**src/rtl/vga_fill_sched.sv**
```systemverilog
`timescale 1ns/1ps
// Purpose    : framebuffer write-port scheduler sharing one pixel/cycle between a rectangle-fill engine and a single-pixel port.
// Latency    : a grant in cycle N appears on fb_addr_*/fb_color_o/fb_we_o (and done_o/err_o) in cycle N+1; all outputs registered.
// Backpressure: cmd_ready_o only in IDLE; pix_ready_o only when the pixel port wins arbitration (command first in IDLE, round-robin in FILL).
//
// Ports:
//   clk_i, rstn_i                  framebuffer clock, synchronous active-low reset
//   cmd_valid_i/cmd_ready_o        fill command handshake; cmd_x0/y0/w/h/color_i latched on accept
//   pix_valid_i/pix_ready_o        single-pixel handshake; pix_x/y/color_i used in the grant cycle
//   fb_addr_x_o/fb_addr_y_o        framebuffer write address (holds when nothing is granted)
//   fb_color_o/fb_we_o             framebuffer write colour / strobe (strobe suppressed when out of range)
//   busy_o                         high while a fill is in progress
//   done_o                         one-cycle pulse in the write slot of the last fill pixel (or after an empty command)
//   err_o                          one-cycle pulse when a granted single pixel is out of range and dropped
module vga_fill_sched #(
    parameter int unsigned COORD_W = 11,
    parameter int unsigned H_RES   = 640,
    parameter int unsigned V_RES   = 480
) (
    input  logic               clk_i,
    input  logic               rstn_i,
    input  logic               cmd_valid_i,
    output logic               cmd_ready_o,
    input  logic [COORD_W-1:0] cmd_x0_i,
    input  logic [COORD_W-1:0] cmd_y0_i,
    input  logic [COORD_W-1:0] cmd_w_i,
    input  logic [COORD_W-1:0] cmd_h_i,
    input  logic               cmd_color_i,
    input  logic               pix_valid_i,
    output logic               pix_ready_o,
    input  logic [COORD_W-1:0] pix_x_i,
    input  logic [COORD_W-1:0] pix_y_i,
    input  logic               pix_color_i,
    output logic [COORD_W-1:0] fb_addr_x_o,
    output logic [COORD_W-1:0] fb_addr_y_o,
    output logic               fb_color_o,
    output logic               fb_we_o,
    output logic               busy_o,
    output logic               done_o,
    output logic               err_o
);

    typedef enum logic [0:0] {
        ST_IDLE = 1'b0,
        ST_FILL = 1'b1
    } state_t;

    // Scan coordinates carry one extra bit so x0+w and y0+h never wrap.
    localparam logic [COORD_W:0] H_LIM = (COORD_W+1)'(H_RES);
    localparam logic [COORD_W:0] V_LIM = (COORD_W+1)'(V_RES);
    localparam logic [COORD_W:0] ONE   = (COORD_W+1)'(1);

    state_t             state_q, state_d;
    logic [COORD_W-1:0] x0_q, x0_d;
    logic [COORD_W:0]   x_end_q, x_end_d;
    logic [COORD_W:0]   y_end_q, y_end_d;
    logic [COORD_W:0]   cur_x_q, cur_x_d;
    logic [COORD_W:0]   cur_y_q, cur_y_d;
    logic               color_q, color_d;
    // High when the most recent grant in this fill went to the fill engine.
    logic               last_fill_q, last_fill_d;

    logic [COORD_W-1:0] fb_addr_x_q, fb_addr_x_d;
    logic [COORD_W-1:0] fb_addr_y_q, fb_addr_y_d;
    logic               fb_color_q, fb_color_d;
    logic               fb_we_q, fb_we_d;
    logic               done_q, done_d;
    logic               err_q, err_d;

    logic               cmd_accept;
    logic               cmd_empty;
    logic               pix_grant;
    logic               fill_grant;
    logic [COORD_W:0]   x_nxt;
    logic [COORD_W:0]   y_nxt;
    logic               x_row_end;
    logic               fill_last;
    logic               fill_in_range;
    logic               pix_in_range;

    // Arbitration and scan bookkeeping
    always_comb begin
        cmd_accept = (state_q == ST_IDLE) && cmd_valid_i;
        cmd_empty  = (cmd_w_i == '0) || (cmd_h_i == '0);

        // A pending command wins in IDLE; in FILL the pixel port only gets
        // a slot directly after a fill slot, so the two alternate under load.
        if (state_q == ST_IDLE) begin
            pix_grant = pix_valid_i && !cmd_valid_i;
        end else begin
            pix_grant = pix_valid_i && last_fill_q;
        end
        fill_grant = (state_q == ST_FILL) && !pix_grant;

        x_nxt     = cur_x_q + ONE;
        y_nxt     = cur_y_q + ONE;
        x_row_end = (x_nxt == x_end_q);
        fill_last = x_row_end && (y_nxt == y_end_q);

        fill_in_range = (cur_x_q < H_LIM) && (cur_y_q < V_LIM);
        pix_in_range  = ({1'b0, pix_x_i} < H_LIM) && ({1'b0, pix_y_i} < V_LIM);
    end

    // Next-state and output-register values
    always_comb begin
        state_d     = state_q;
        x0_d        = x0_q;
        x_end_d     = x_end_q;
        y_end_d     = y_end_q;
        cur_x_d     = cur_x_q;
        cur_y_d     = cur_y_q;
        color_d     = color_q;
        last_fill_d = last_fill_q;
        fb_addr_x_d = fb_addr_x_q;
        fb_addr_y_d = fb_addr_y_q;
        fb_color_d  = fb_color_q;
        fb_we_d     = 1'b0;
        done_d      = 1'b0;
        err_d       = 1'b0;

        if (cmd_accept) begin
            if (cmd_empty) begin
                // Nothing to draw: acknowledge completion on the next cycle.
                done_d = 1'b1;
            end else begin
                state_d     = ST_FILL;
                x0_d        = cmd_x0_i;
                cur_x_d     = {1'b0, cmd_x0_i};
                cur_y_d     = {1'b0, cmd_y0_i};
                x_end_d     = {1'b0, cmd_x0_i} + {1'b0, cmd_w_i};
                y_end_d     = {1'b0, cmd_y0_i} + {1'b0, cmd_h_i};
                color_d     = cmd_color_i;
                // The first slot of a new fill always goes to the fill engine.
                last_fill_d = 1'b0;
            end
        end else if (pix_grant) begin
            fb_addr_x_d = pix_x_i;
            fb_addr_y_d = pix_y_i;
            fb_color_d  = pix_color_i;
            fb_we_d     = pix_in_range;
            err_d       = !pix_in_range;
            last_fill_d = 1'b0;
        end else if (fill_grant) begin
            // Out-of-range pixels still consume their slot (silent clip).
            fb_addr_x_d = cur_x_q[COORD_W-1:0];
            fb_addr_y_d = cur_y_q[COORD_W-1:0];
            fb_color_d  = color_q;
            fb_we_d     = fill_in_range;
            last_fill_d = 1'b1;
            if (fill_last) begin
                state_d = ST_IDLE;
                done_d  = 1'b1;
            end else if (x_row_end) begin
                cur_x_d = {1'b0, x0_q};
                cur_y_d = y_nxt;
            end else begin
                cur_x_d = x_nxt;
            end
        end
    end

    always_ff @(posedge clk_i) begin
        if (!rstn_i) begin
            state_q     <= ST_IDLE;
            x0_q        <= '0;
            x_end_q     <= '0;
            y_end_q     <= '0;
            cur_x_q     <= '0;
            cur_y_q     <= '0;
            color_q     <= 1'b0;
            last_fill_q <= 1'b0;
            fb_addr_x_q <= '0;
            fb_addr_y_q <= '0;
            fb_color_q  <= 1'b0;
            fb_we_q     <= 1'b0;
            done_q      <= 1'b0;
            err_q       <= 1'b0;
        end else begin
            state_q     <= state_d;
            x0_q        <= x0_d;
            x_end_q     <= x_end_d;
            y_end_q     <= y_end_d;
            cur_x_q     <= cur_x_d;
            cur_y_q     <= cur_y_d;
            color_q     <= color_d;
            last_fill_q <= last_fill_d;
            fb_addr_x_q <= fb_addr_x_d;
            fb_addr_y_q <= fb_addr_y_d;
            fb_color_q  <= fb_color_d;
            fb_we_q     <= fb_we_d;
            done_q      <= done_d;
            err_q       <= err_d;
        end
    end

    assign cmd_ready_o = (state_q == ST_IDLE);
    assign pix_ready_o = pix_grant;
    assign busy_o      = (state_q == ST_FILL);
    assign fb_addr_x_o = fb_addr_x_q;
    assign fb_addr_y_o = fb_addr_y_q;
    assign fb_color_o  = fb_color_q;
    assign fb_we_o     = fb_we_q;
    assign done_o      = done_q;
    assign err_o       = err_q;

endmodule

```
**config.mk**
```make
export PLATFORM = sky130hd
export DESIGN_NAME = vga_fill_sched
export DESIGN_NICKNAME = d
export VERILOG_FILES = /design/src/rtl/vga_fill_sched.sv
export SDC_FILE = /design/constraint.sdc
export NUM_CORES = 1
export LEC_CHECK = 0
export ABC_AREA = 1
export BUFFER_PORTS_ARGS = -buffer_cell sky130_fd_sc_hd__clkbuf_2
export CAP_MARGIN = 5
export CORE_MARGIN = 8
export CORE_UTILIZATION = 60
export CTS_CLUSTER_SIZE = 40
export DETAILED_ROUTE_END_ITERATION = 7
export PLACE_DENSITY = 0.84
export SLEW_MARGIN = 30
export SYNTH_ARGS = -nofsm -noshare
export SYNTH_HDL_FRONTEND = slang
export SYNTH_SLANG_ARGS = --single-unit
```
**constraint.sdc**
```tcl
create_clock -name clk_i -period 6.05 [get_ports clk_i]
set_clock_uncertainty 0.1 [all_clocks]
set_input_delay 0.605 -clock clk_i [delete_from_list [all_inputs] [get_ports clk_i]]
set_output_delay 0.605 -clock clk_i [all_outputs]
set_load 0.01 [all_outputs]
```
Yosys cells after proc, flatten, opt, wreduce, memory -nomap -nowiden
Index checks and enable logic that the tools add are counted.
Widths: inputs -> output; s select.
{"block": "totals", "reg_bits": 88, "wordCells": 93, "inputBits": 72}
{"block": "op_classes", "n_eq_ne": 5, "n_lt_le_gt_ge": 4, "n_addsub": 4, "reduce_logical": 26, "bitwise_logic": 5, "n_mux": 35}
{"op": "$mux 12", "n": 12}
{"op": "$mux 11", "n": 4}
{"op": "$add 11x11->12", "n": 2}
{"op": "$add 12x1->12 const B", "n": 2}
{"op": "$eq 12x12->1", "n": 2}
{"op": "$logic_not 11->1", "n": 2}
{"op": "$mux 1", "n": 19}
{"op": "$lt 12x10->1 const B", "n": 1}
{"op": "$lt 12x9->1 const B", "n": 1}
{"op": "$lt 11x10->1 const B", "n": 1}
{"op": "$lt 11x9->1 const B", "n": 1}
{"op": "$reduce_and 4->1", "n": 2}
{"op": "$reduce_bool 2->1", "n": 4}
{"op": "$logic_and 1x1->1", "n": 7}
{"op": "$reduce_and 2->1", "n": 3}
{"op": "$not 1->1", "n": 5}
{"op": "$reduce_and 5->1", "n": 1}
{"op": "$ne 2x2->1 const B", "n": 2}
{"op": "$logic_not 1->1", "n": 3}
{"op": "$reduce_bool 3->1", "n": 1}
{"op": "$reduce_or 3->1", "n": 1}
{"op": "$ne 2x1->1 const B", "n": 1}
{"op": "$reduce_or 2->1", "n": 1}
{"op": "$logic_or 1x1->1", "n": 1}

Logic depth before layout (Yosys ltp)
Gate-level depths: netlist of run 1.
{"block": "depth", "word_depth": 8, "depth_mapped": 18, "ltp_nobuf": 17}

Least setup slack after synthesis of run 1
OpenSTA, ideal clock, no wires.
{"block": "synth_timing", "path_kind": "reg-to-reg", "start": "reg cur_x_q[0]", "end": "reg cur_x_q[7]", "setup_time_ps": 113, "setup_slack_ps": 3826, "stages_incl_launch_ff": 18, "n_path_buf": 1, "synth_period_minus_slack_ps": 2224, "arrival_time_ps": 2011, "cell_sequence": "dfxtp_1 > ha_1 > nand2_1 > nor2_4 > inv_1 > nand2_1 > nand2_1 > nand2_1 > inv_1 > nor2_1 > nand3_1 > nor2_2 > nand3_4 > nand3_4 > buf_8 > nand2_1 > nand2_1 > nor2_1"}
{"block": "synth_via", "elab_chain_cells": 7}
{"element": "start: declaration", "line_no": "57", "rtl": "logic [COORD_W:0] cur_x_q, cur_x_d;"}
{"element": "start signal: assignment", "line_no": "183", "rtl": "cur_x_q <= cur_x_d;"}
{"element": "$add 12x1->12 *", "line_no": "95", "rtl": "x_nxt = cur_x_q + ONE;"}
{"element": "$eq 12x12->1", "line_no": "97", "rtl": "x_row_end = (x_nxt == x_end_q);"}
{"element": "$mux 12", "line_no": "153", "rtl": "end else if (x_row_end) begin"}
{"element": "$mux 12", "line_no": "150", "rtl": "if (fill_last) begin"}
{"element": "$mux 12", "line_no": "143", "rtl": "end else if (fill_grant) begin"}
{"element": "$mux 12", "line_no": "136", "rtl": "end else if (pix_grant) begin"}
{"element": "$mux 12", "line_no": "121", "rtl": "if (cmd_accept) begin"}
Mark *: on every way between the ends. The rest lies on a longest branch, timed or not. The select of a mux whose other input is x is not followed.
A chain may end at the register's enable or synchronous reset.

Worst setup path after layout of run 1
{"block": "layout_timing", "start": "reg state_q (netlist: busy_o)", "end": "reg fb_addr_y_q[1] (netlist: fb_addr_y_o[1])"}
{"block": "layout_via", "elab_chain_cells": 5}
{"element": "start: declaration", "line_no": "53", "rtl": "state_t state_q, state_d;"}
{"element": "start signal: assignment", "line_no": "179", "rtl": "state_q <= state_d;"}
{"element": "$mux 1", "line_no": "88", "rtl": "if (state_q == ST_IDLE) begin"}
{"element": "$logic_not 1->1", "line_no": "93", "rtl": "fill_grant = (state_q == ST_FILL) && !pix_grant;"}
{"element": "$logic_and 1x1->1", "line_no": "93"}
{"element": "$reduce_bool 2->1 (no line)"}
{"element": "$reduce_and 2->1 (no line)"}
{"element": "end signal: assignment", "line_no": "188", "rtl": "fb_addr_y_q <= fb_addr_y_d;"}
{"element": "end: declaration", "line_no": "64", "rtl": "logic [COORD_W-1:0] fb_addr_y_q, fb_addr_y_d;"}
Several ways; a longest one is shown, not always the timed one.

==> impl_metrics.tcl, run 1 <==
set metrics [dict create \
    status "complete, no violations" \
    drt-initial-drc-count 636 \
    drtPass1Iterations 7 \
    pwr-share-clk_pct 28.8 \
    fin_crit_sh_pct 74.2 \
    finalSetupViolCount 0 \
    r2r-end "fb_addr_y_o[1]" \
    hold_viol_final 0 \
    crit_path_end "fb_addr_y_o[1]" \
    period_minus_slack_ns 4.49 \
    highest_layer "met4" \
    maxCapViolCount 0 \
    synth_edf_count 0 \
    yosys.area_share.simple_pct 36.0 \
    setup_tns_ns 0 \
    crit_arrival_ns 4.73 \
    synth.distinct_cells 33 \
    dp_worst_setup_slack_ns 1.59 \
    final_common_cell "nand2_1" \
    crit_fanout 35 \
    ff_latch_area_um2 1760 \
    syn_inst 964 \
    crit_path_start "busy_o" \
    whs_ns 0.349 \
    place_hpwl_um 12900 \
    avgSynthCellArea_um2 6.27 \
    tightest_slew_ns 0.840 \
    start_util_pct 61.8 \
    num_rows 36 \
    fin_util_pct 69.6 \
    swShare_pct 36.0 \
    drcViolationCount 0 \
    fin_nets 1140 \
    critPathLaunchType "register" \
    max_freq_mhz 223 \
    synth_flop_cell "dfxtp_1" \
    drt-vias-per-instance 5.47 \
    synthMuxAreaShare_pct 0 \
    fp.dieH_um 116 \
    clock_latency_ns 0.39 \
    cts_root_buffer "clkbuf_8" \
    synth_compound_area_share_pct 17.1 \
    ctsHoldBuffers 0 \
    p_seq_share_pct 42.1 \
    htree_levels 3 \
    multi_input_area_um2 3690 \
    synth_seq_cells 88 \
    required_ns 6.29 \
    fill_cells 892 \
    cts_setup_buffers 0 \
    r2r_start "busy_o" \
    post_drt_wl_per_cell_um 14.1 \
    die_w_um 116 \
    switchingPower_mw 0.588 \
    wl_met1_um 8260 \
    slew_violations 0 \
    core_um2 9770 \
    wl_met3_um 1570 \
    ios 101 \
    netlist_area_um2 6040 \
    intPower_mw 1.05 \
    power_density_nw_per_um2 240 \
    yosys.area_share.adder_pct 5.63 \
    ys_warn_count 0 \
    ff2ff_path_depth 11 \
    synth_top_family_by_area "simple AND/OR/NAND/NOR gates" \
    dpl.cell_count 1164 \
    maxSlewHeadroom_pct 43.8 \
    rrSetupSlack_ns 1.56 \
    grt_pass1_vias 5762 \
    setup_ws_ns 1.56 \
    antenna_found_initial 0 \
    overflow 0 \
    grt_max_degree 72 \
    grt.total_usage_pct 25.1 \
    cts_inserted_buffers 9 \
    peakVddDrop_mv 0.110 \
    async_reset_ff_share_pct 0 \
    syn-num-nets 1062 \
    antennaDiodeCount 0 \
    drive_gt1_share_pct 14.3 \
    areaGrowthSynthToFinish_pct 12.5 \
    leakage_nw 3.36 \
    layout_common_cells "240 x nand2_1, 114 x inv_1, 100 x clkbuf_2" \
    synth_xor_area_share_pct 2.17 \
    globalplace.congestion 0.896 \
    cts_resized 0 \
    clockBufferDepth 2 \
    wl_um 16600 \
    ant_nets 0 \
    io_buffers 100 \
    cts.sinks 88 \
    met2_length_um 6590 \
    rsz0062_at_grt "false" \
    clk_pin_slew_ns 0.10 \
    final_cells 1180 \
    hold_path_class "in2reg" \
    combPwrFrac_pct 29.0 \
    cts_tree "built" \
    grt_pass1_wl_um 27500 \
    die-area_um2 13500 \
    vias 6459 \
    end_kind "register" \
    critPathKind "reg2reg" \
    yosysSeqAreaShare_pct 29.2 \
]
-- layout make-up --
cell class	instances	share of cell area (%)
Sequential cell	88	25.9
Tap cell	133	2.45
Timing Repair Buffer	103	7.69
Multi-Input combinational cell	724	54.2
Clock buffer	9	1.82
Inverter	116	6.40
Clock inverter	7	1.51
-- logic make-up (layout without fill, tap and decap cells) --
logic type                 after synthesis  count (layout)
buffers and inverters                  152             235
and+or+nand+nor                        488             488
AOI/OAI and AO/OA                      195             195
DFF                                     88              88
xor gates and xnor gates                15              15
adders and majority gates               26              26
-- worst max-delay path, cell delays in order (launching register included) --
cell and delay [ns]:
dfxtp_1 0.33, inv_1 0.41, nand2_2 0.56, inv_1 0.68, nor2_1 0.33, inv_1 0.64
nand2_1 0.49, inv_1 0.53, a21oi_1 0.08, o21ai_0 0.10, o211ai_1 0.10, inv_1 0.08
-- stage by stage --
| step | power, mW | area [um^2] |
|---|---|---|
| after floorplan | 1.03 | 6040 |
| after global placement | 1.16 | 6570 |
| after detailed placement | 1.17 | 6570 |
| after CTS | 1.63 | 6800 |
| after global routing | 1.74 | 6800 |
| final | 1.63 | 6800 |
-- sequential cells by signal (all words and copies together) (netlist names), 11 cells and up --
signal,flops
x_end_q,12
cur_x_q,12
fb_addr_x_o,11
fb_addr_y_o,11
x0_q,11
y_end_q,12
cur_y_q,12
-- worst min path at each step --
stage / startpoint / end / slack (ns) / cells after the start
after detailed placement: x0_q[7] / x0_q[7] / 0.35 / 2
after CTS: pix_y_i[2] / fb_addr_y_o[2] / 0.35 / 3
after floorplan: color_q / color_q / 0.32 / 2
after global placement: x0_q[8] / x0_q[8] / 0.34 / 2
final: pix_y_i[2] / fb_addr_y_o[2] / 0.35 / 3
after global routing: pix_y_i[2] / fb_addr_y_o[2] / 0.36 / 3
-- layer usage --
metal	global-route usage [%]	up-vias
li1	-	3330
met1	37.4	2859
met3	3.72	19
met5	0	-
met4	8.04	0
met2	35.9	251
-- cells in the mapped netlist, drive strengths merged, types with 2 or more instances --
cell type | number | area share (%)
o31ai | 2 | 0.25
nor2 | 102 | 7.2
o211ai | 10 | 1.2
a21oi | 84 | 7.0
nand3b | 5 | 0.62
dfxtp | 88 | 29
o21a | 2 | 0.25
nor4 | 4 | 0.41
nand2 | 249 | 16
xor2 | 9 | 1.3
fa | 2 | 0.66
o21ai | 85 | 7.0
nor3 | 11 | 0.91
xnor2 | 6 | 0.87
a211oi | 3 | 0.37
nand4 | 20 | 2.1
buf | 10 | 1.1
clkbuf | 26 | 1.6
nand3 | 95 | 8.7
a21o | 4 | 0.50
ha | 24 | 5.0
inv | 115 | 7.1
a31oi | 5 | 0.52
or2 | 2 | 0.21
-- power groups by stage --
stage	registers [mW]	clock network, mW	logic (mW)
after floorplan	0.691	0	0.343
after global placement	0.698	0	0.460
after detailed placement	0.699	0	0.467
after CTS	0.686	0.473	0.470
after global routing	0.696	0.498	0.543
final	0.688	0.471	0.474
(Power assumes the default switching activity.)
==> run 2: changes to the inputs <==
--- a/config.mk
+++ b/config.mk
@@ -9,10 +9,10 @@
 export BUFFER_PORTS_ARGS = -buffer_cell sky130_fd_sc_hd__clkbuf_2
 export CAP_MARGIN = 5
 export CORE_MARGIN = 8
-export CORE_UTILIZATION = 60
+export CORE_UTILIZATION = 52
 export CTS_CLUSTER_SIZE = 40
 export DETAILED_ROUTE_END_ITERATION = 7
-export PLACE_DENSITY = 0.84
+export PLACE_DENSITY = 0.78
 export SLEW_MARGIN = 30
 export SYNTH_ARGS = -nofsm -noshare
 export SYNTH_HDL_FRONTEND = slang
==> constraint.sdc (replaced) <==
create_clock -name clk_i -period 4 [get_ports clk_i]
set_clock_uncertainty 0.1 [all_clocks]
set_input_delay 0.4 -clock clk_i [delete_from_list [all_inputs] [get_ports clk_i]]
set_output_delay 0.4 -clock clk_i [all_outputs]
set_load 0.01 [all_outputs]
==> run 2 against run 1 <==
Effect of this change: total power grew 70%; sequential share of layout area shrank 0.71 points; first-iteration DRC count grew 17%; final area grew 2.8%; die area grew 13%; largest power group unchanged; utilization shrank 8.1 points; global-route usage shrank 2.3 points; non-clock buffer count grew 7.
==> impl_metrics.tcl, run 2 (synthesis gave the netlist of run 1 again) <==
set metrics [dict create \
    grt_max_degree 72 \
    fin_nets 1147 \
    wl_um 17600 \
    crit_arrival_ns 3.54 \
    maxSlewHeadroom_pct 49.6 \
    critPathKind "reg2reg" \
    cts_root_buffer "clkbuf_16" \
    leakage_nw 3.46 \
    cts_setup_buffers 0 \
    clockBufferDepth 2 \
    drtPass1Iterations 5 \
    whs_ns 0.197 \
    drt-initial-drc-count 745 \
    vias 6507 \
    maxCapViolCount 0 \
    layout_common_cells "240 x nand2_1, 115 x inv_1, 100 x clkbuf_2" \
    fp.dieH_um 124 \
    setup_ws_ns 0.640 \
    cts.sinks 88 \
    hold_path_class "in2reg" \
    overflow 0 \
    cts_tree "built" \
    grt_pass1_wl_um 28200 \
    r2r_start "busy_o" \
    cts_inserted_buffers 9 \
    fin_crit_sh_pct 84.0 \
    crit_fanout 33 \
    io_buffers 100 \
    rsz0062_at_grt "false" \
    dp_worst_setup_slack_ns 0.719 \
    critPathLaunchType "register" \
    hold_viol_final 0 \
    crit_path_end "fb_addr_x_o[5]" \
    die_w_um 124 \
    r2r-end "fb_addr_x_o[5]" \
    ff2ff_path_depth 12 \
    grt.total_usage_pct 22.9 \
    period_minus_slack_ns 3.36 \
    setup_tns_ns 0 \
    drive_gt1_share_pct 14.7 \
    ios 101 \
    grt_pass1_vias 5768 \
    place_hpwl_um 13600 \
    rrSetupSlack_ns 0.64 \
    status "complete, no violations" \
    peakVddDrop_mv 0.212 \
    crit_path_start "busy_o" \
    antenna_found_initial 0 \
    post_drt_wl_per_cell_um 14.7 \
    cts_resized 0 \
    core_um2 11400 \
    ctsHoldBuffers 0 \
    slew_violations 0 \
    antennaDiodeCount 0 \
    die-area_um2 15300 \
    required_ns 4.18 \
    max_freq_mhz 298 \
    clk_pin_slew_ns 0.07 \
    num_rows 39 \
    tightest_slew_ns 0.756 \
    finalSetupViolCount 0 \
    areaGrowthSynthToFinish_pct 15.7 \
    final_common_cell "nand2_1" \
    htree_levels 3 \
    drt-vias-per-instance 5.44 \
    ant_nets 0 \
    end_kind "register" \
    clock_latency_ns 0.34 \
    power_density_nw_per_um2 396 \
    globalplace.congestion 0.923 \
    start_util_pct 53.1 \
    drcViolationCount 0 \
]
-- run 2: cell types whose count changed in the layout (fill, tap and decap cells not counted) --
cell,delta
a21oi_2,-1
clkinv_4,-1
clkinv_2,+1
buf_4,+7
inv_2,-1
bufinv_16,+1
a21oi_1,+1
clkbuf_8,-7
inv_6,-3
clkbuf_16,+9
inv_1,+1
-- run 2: critical path, cell delays in order, from the launching register on --
cell,delay (ns)
dfxtp_1,0.33
inv_1,0.41
nand2_2,0.11
inv_1,0.08
buf_4,0.24
nor2_1,0.09
inv_1,0.57
nand2_1,0.48
inv_1,0.53
a21oi_1,0.08
o21ai_0,0.10
o211ai_1,0.10
inv_1,0.08
-- run 2: report_power, final --
part / switching (mW) / internal (mW)
logic: 0.467 / 0.267
clock network: 0.349 / 0.644
registers: 0.0803 / 0.964
total: 0.896 / 1.87
-- run 2: metrics by stage --
| step | power, mW | instance area, um^2 | util, % | std cells |
|---|---|---|---|---|
| 2_1_floorplan | 1.56 | 6040 | - | 964 |
| 3_3_place_gp | 1.77 | 6630 | 58.3 | 1181 |
| 3_5_place_dp | 1.78 | 6630 | 58.3 | 1181 |
| 4_1_cts | 2.77 | 6990 | 61.5 | 1197 |
| 5_1_grt | 2.93 | 6990 | 61.5 | 1197 |
| 6_report | 2.77 | 6990 | 61.5 | 1197 |
-- run 2: worst min path at each step --
stage | endpoint | cells after the start | startpoint | slack (ns)
floorplan | color_q | 2 | color_q | 0.32
global placement | x0_q[0] | 2 | x0_q[0] | 0.34
detailed placement | x0_q[0] | 2 | x0_q[0] | 0.35
CTS | fb_addr_y_o[4] | 3 | pix_y_i[4] | 0.19
global route | fb_addr_y_o[3] | 3 | pix_y_i[3] | 0.22
finish | fb_addr_y_o[4] | 3 | pix_y_i[4] | 0.20
-- run 2: cell type report --
cell class	instances	area, um^2
Sequential cell	88	1760
Clock inverter	5	103
Multi-Input combinational cell	724	3680
Timing Repair Buffer	110	576
Clock buffer	11	253
Inverter	116	435
Fill cell	1080	4380
Tap cell	143	179
-- run 2: routing by layer --
metal | track usage (%) | vias to the layer above | part of all wire [%]
met4 | 7.75 | 0 | 1.7
li1 | - | 3346 | -
met2 | 33.2 | 246 | 41
met1 | 33.2 | 2894 | 48
met3 | 4.03 | 21 | 9.6
met5 | 0 | - | 0
